**config.mk**
```make
export PLATFORM = sky130hd
export DESIGN_NAME = imem_loader
export DESIGN_NICKNAME = d
export VERILOG_FILES = /design/src/rtl/imem_loader.sv
export SDC_FILE = /design/constraint.sdc
export NUM_CORES = 1
export LEC_CHECK = 0
export ABC_CLOCK_PERIOD_IN_PS = 3100
export CAP_MARGIN = 20
export CORE_MARGIN = 5
export CORE_UTILIZATION = 45
export CTS_CLUSTER_DIAMETER = 100
export DETAILED_ROUTE_END_ITERATION = 6
export GPL_ROUTABILITY_DRIVEN = 0
export PLACE_DENSITY = 0.69
export SYNTH_ARGS = -nofsm -noshare
export SYNTH_HDL_FRONTEND = slang
export SYNTH_SLANG_ARGS = --single-unit
```
**constraint.sdc**
```tcl
create_clock -name clk -period 3.1 [get_ports clk]
set_clock_uncertainty 0.1 [all_clocks]
set_input_delay 0.465 -clock clk [delete_from_list [all_inputs] [get_ports clk]]
set_output_delay 0.465 -clock clk [all_outputs]
set_load 0.01 [all_outputs]
```
**src/rtl/imem_loader.sv**
```systemverilog
// Byte-stream program loader for the instruction memory: parses header/word/checksum
// framing, drives the memory write port and holds the CPU until a verified image is in.
module imem_loader #(
   parameter int DATA_W = 12,
   parameter int ADDR_W = 4,
   parameter int DEPTH  = 16
) (
   input  logic              clk,
   input  logic              reset,
   input  logic              start,
   input  logic              in_valid,
   input  logic [7:0]        in_data,
   output logic              in_ready,
   output logic              wr_en,
   output logic [ADDR_W-1:0] wr_addr,
   output logic [DATA_W-1:0] write_data,
   output logic              cpu_hold,
   output logic              done,
   output logic              error
);

   typedef enum logic [2:0] {
      S_IDLE,
      S_HDR,
      S_LO,
      S_HI,
      S_WRITE,
      S_CHK,
      S_DONE,
      S_ERR
   } state_t;

   localparam int         HI_W    = DATA_W - 8;
   localparam int         CNT_W   = ADDR_W + 1;
   localparam logic [8:0] DEPTH_B = 9'(DEPTH);

   state_t              state_q, state_d;
   logic [ADDR_W-1:0]   index_q, index_d;
   logic [CNT_W-1:0]    count_q, count_d;
   logic [7:0]          csum_q, csum_d;
   logic [DATA_W-1:0]   data_q, data_d;
   logic                in_ready_q, in_ready_d;
   logic                wr_en_q, wr_en_d;
   logic                cpu_hold_q, cpu_hold_d;
   logic                done_q, done_d;
   logic                error_q, error_d;
   logic                xfer;
   logic                last_word;

   assign xfer      = in_valid && in_ready_q;
   assign last_word = ({1'b0, index_q} == (count_q - CNT_W'(1)));

   always_comb begin
      state_d = state_q;
      index_d = index_q;
      count_d = count_q;
      csum_d  = csum_q;
      data_d  = data_q;

      case (state_q)
         S_IDLE, S_DONE, S_ERR: begin
            if (start) begin
               state_d = S_HDR;
               index_d = '0;
               csum_d  = '0;
            end
         end
         S_HDR: begin
            if (xfer) begin
               csum_d  = csum_q ^ in_data;
               count_d = in_data[CNT_W-1:0];
               if (in_data == 8'd0 || {1'b0, in_data} > DEPTH_B) begin
                  state_d = S_ERR;
               end else begin
                  state_d = S_LO;
               end
            end
         end
         S_LO: begin
            if (xfer) begin
               csum_d      = csum_q ^ in_data;
               data_d[7:0] = in_data;
               state_d     = S_HI;
            end
         end
         S_HI: begin
            // Upper bits beyond the instruction width must be zero; otherwise nothing is written.
            if (xfer) begin
               if (in_data[7:HI_W] != '0) begin
                  state_d = S_ERR;
               end else begin
                  csum_d             = csum_q ^ in_data;
                  data_d[DATA_W-1:8] = in_data[HI_W-1:0];
                  state_d            = S_WRITE;
               end
            end
         end
         S_WRITE: begin
            if (last_word) begin
               state_d = S_CHK;
            end else begin
               index_d = index_q + ADDR_W'(1);
               state_d = S_LO;
            end
         end
         S_CHK: begin
            if (xfer) begin
               state_d = (in_data == csum_q) ? S_DONE : S_ERR;
            end
         end
         default: state_d = S_IDLE;
      endcase

      // Outputs are registered from the next state so they line up with the state itself.
      in_ready_d = (state_d == S_HDR) || (state_d == S_LO) ||
                   (state_d == S_HI)  || (state_d == S_CHK);
      wr_en_d    = (state_d == S_WRITE);
      done_d     = (state_d == S_DONE);
      error_d    = (state_d == S_ERR);
      cpu_hold_d = (state_d != S_DONE);
   end

   always_ff @(posedge clk) begin
      if (reset) begin
         state_q    <= S_IDLE;
         index_q    <= '0;
         count_q    <= '0;
         csum_q     <= '0;
         data_q     <= '0;
         in_ready_q <= 1'b0;
         wr_en_q    <= 1'b0;
         cpu_hold_q <= 1'b1;
         done_q     <= 1'b0;
         error_q    <= 1'b0;
      end else begin
         state_q    <= state_d;
         index_q    <= index_d;
         count_q    <= count_d;
         csum_q     <= csum_d;
         data_q     <= data_d;
         in_ready_q <= in_ready_d;
         wr_en_q    <= wr_en_d;
         cpu_hold_q <= cpu_hold_d;
         done_q     <= done_d;
         error_q    <= error_d;
      end
   end

   assign in_ready   = in_ready_q;
   assign wr_en      = wr_en_q;
   assign wr_addr    = index_q;
   assign write_data = data_q;
   assign cpu_hold   = cpu_hold_q;
   assign done       = done_q;
   assign error      = error_q;

endmodule
```
==> impl_metrics.json <==
{
  "status": "complete, no violations",
  "dieArea_um2": 5810,
  "htree_num_levels": 2,
  "cp_cell_sequence": "clkdlybuf4s50_1 > or3_1 > o311a_1 > o21ai_1 > o211ai_1 > o211ai_1 > o21ai_1",
  "synthSimpleGateAreaFrac_pct": 25.6,
  "path_max_fanout": 8,
  "multiInputGateArea_um2": 1140,
  "crit_slowest_cell": "clkdlybuf4s50_1",
  "dieWidth_um": 76.2,
  "grt_max_degree": 21,
  "crit_buf_inv": 1,
  "post_cts_buffers": 0,
  "vias_per_cell": 5.46,
  "grt_first_pass_wirelength_um": 7840,
  "synth_flop_cell": "dfxtp_1",
  "fin_ws_ns": 0.583,
  "worstMarginPinSlew_ns": 0.676,
  "grt_pass1_vias": 1669,
  "critPathArrivalTime_ns": 2.59,
  "ctsRootBufferMaster": "clkbuf_8",
  "setup_viol": 0,
  "min_period_over_period_pct": 81.2,
  "antenna_found_initial": 0,
  "top_level_ports": 33,
  "slowest_delay_ns": 0.49,
  "dp.cells": 320,
  "syn_area_per_cell_um2": 8.09,
  "vdd_drop_max_mv": 0.289,
  "wire_per_inst_um": 14.0,
  "hold_class": "reg -> reg",
  "area_growth_pct": 24.2,
  "dp_slack_ns": 0.276,
  "synth-xor-area-share_pct": 6.21,
  "p_per_area_nw_per_um2": 700,
  "path_clk_slew_ns": 0.08,
  "synth_top_family_by_area": "simple AND/OR/NAND/NOR gates",
  "first_pass_iters": 4,
  "rsz0062_at_grt": "no",
  "drc_errors": 0,
  "ant_nets": 0,
  "drv_slew": 0,
  "cts_max_path_buffers": 2,
  "synth-edff-count": 0,
  "rows": 24,
  "synth_fp_nets": 259,
  "hpwl_um": 3270,
  "cts_made_buffers": 5,
  "io_buffer_count": 32,
  "wirelength_um": 4580,
  "fillers": 423,
  "ys_ff_latch": 37,
  "fin_cells": 328,
  "die_h_um": 76.2,
  "cts_tree": "done",
  "fin_util_pct": 57.1,
  "synth_mux_area_share_pct": 2.60,
  "finalHoldViolations": 0,
  "drtIter0Drc": 120,
  "synthArstFlopShare_pct": 0,
  "end_kind": "flop",
  "cts_resized": 0,
  "ff_latch_area_um2": 741,
  "setup_tns_ns": 0,
  "fin_crit_ns": 2.52,
  "clock-sinks": 37,
  "layout_commonest_cell": "dfxtp_1",
  "required_ns": 3.17,
  "max-cap-violations": 0,
  "synth_cell_type_count": 49,
  "yosysSeqAreaShare_pct": 37.5,
  "antenna_cells": 0,
  "p_leak_nw": 0.904,
  "start_util_pct": 45.9,
  "fmax_mhz": 397,
  "design.core.area_um2": 4290,
  "grt_overflow": 0,
  "critPathTopFamily": "compound AO/OA/AOI/OAI gates",
  "cts_hold_buf": 0,
  "drive_above_1_share_pct": 8.70,
  "synth_compound_area_share_pct": 21.5,
  "clock_latency_ns": 0.29,
  "synth_fa_ha_area_share_pct": 1.90,
  "final_cell_mix": "dfxtp_1 (37), clkdlybuf4s50_1 (32), nor2_1 (27), nand2_1 (18), a21oi_1 (18)",
  "synth_area_um2": 1970,
  "critPathKind": "in -> reg",
  "maxSlewHeadroom_pct": 54.7,
  "critPathLaunchType": "input pin",
  "ys_warn_count": 0,
  "track_usage_pct": 16.0,
  "dr_total_vias": 1790,
  "num-nets-final": 290,
  "syn_inst": 244
}
==> Yosys cell counts (all sizes together), types with 2 or more instances <==
| cell | number | area, µm² |
|---|---|---|
| nand2b | 11 | 68.8 |
| mux2i | 4 | 40.0 |
| o211ai | 11 | 87.6 |
| ha | 3 | 37.5 |
| nand2 | 18 | 67.6 |
| a21boi | 2 | 15.0 |
| buf | 3 | 23.8 |
| nand3b | 3 | 22.5 |
| a211oi | 4 | 35.0 |
| xnor2 | 4 | 35.0 |
| inv | 8 | 30.0 |
| nor3 | 8 | 40.0 |
| clkbuf | 9 | 33.8 |
| dfxtp | 37 | 741 |
| nor2 | 28 | 113 |
| or3 | 3 | 23.8 |
| or3b | 2 | 17.5 |
| and3 | 3 | 18.8 |
| nand3 | 12 | 60.1 |
| xor2 | 10 | 87.6 |
| o21ai | 23 | 115 |
| a21oi | 19 | 98.9 |
| nor3b | 2 | 25.0 |
| nor4 | 2 | 12.5 |
==> final cells by class <==
| class | instances | share of cell area, % |
|---|---|---|
| well taps | 52 | 2.65 |
| clock buffers | 6 | 3.37 |
| flip-flops and latches | 37 | 30.2 |
| clock inverters | 2 | 1.53 |
| multi-input cells | 186 | 46.5 |
| repair buffers | 36 | 14.3 |
| inverters | 9 | 1.43 |
==> logic make-up (layout without fill, tap and decap cells) <==
| kind of cell | after synthesis | in the layout |
|---|---|---|
| AND/OR/NAND/NOR | 97 | 97 |
| multiplexers | 5 | 5 |
| adder cells (fa/ha/maj) | 3 | 3 |
| buffers and inverters | 21 | 53 |
| AO/OA/AOI/OAI | 67 | 67 |
| flip-flops | 37 | 37 |
| XOR/XNOR | 14 | 14 |
==> layer usage <==
metal / track usage [%] / vias up / part of all wire (%)
met3: 4.96 / 5 / 6.3
met4: 4.72 / 0 / 0.87
met5: 0 / - / 0
met1: 22.1 / 811 / 49
li1: - / 922 / -
met2: 23.9 / 52 / 43
==> path summary, 6_finish.rpt <==
| kind | startpoint | end | slack (ns) | cells after the start |
|---|---|---|---|---|
| worst min-delay path | write_data[5] | write_data[5] | 0.36 | 2 |
| worst max-delay path | in_data[7] | csum_q[5] | 0.58 | 7 |
| worst max register to register | state_q[0] | wr_en | 0.80 | 7 |
| worst min register to register | write_data[5] | write_data[5] | 0.36 | 2 |
==> power breakdown <==
part	total, W	switching, W	internal, W	leakage, nW
Clock	0.000440	0.000178	0.000262	0.0574
Sequential	0.000625	0.0000761	0.000549	0.300
Combinational	0.000650	0.000369	0.000281	0.547
==> worst min-delay path, cell delays in order (launching register included) <==
cell and delay, ns:
dfxtp_1 0.32, nand2_1 0.05, a21oi_1 0.05
==> metrics by stage <==
stage          power, W  hold WS, ns  instance area, µm²
6_report        0.00172        0.364                2450
5_1_grt         0.00184        0.386                2450
4_1_cts         0.00172        0.366                2450
3_5_place_dp    0.00128        0.349                2330
3_3_place_gp    0.00128        0.345                2330
2_1_floorplan   0.00110        0.367                1970
==> flip-flops by register name, summed over array words and instances, names as in the netlist <==
signal	count
error	1
wr_en	1
wr_addr	4
write_data	12
count_q	5
cpu_hold	1
in_ready	1
csum_q	8
done	1
state_q	3
(Power assumes the default switching activity.)
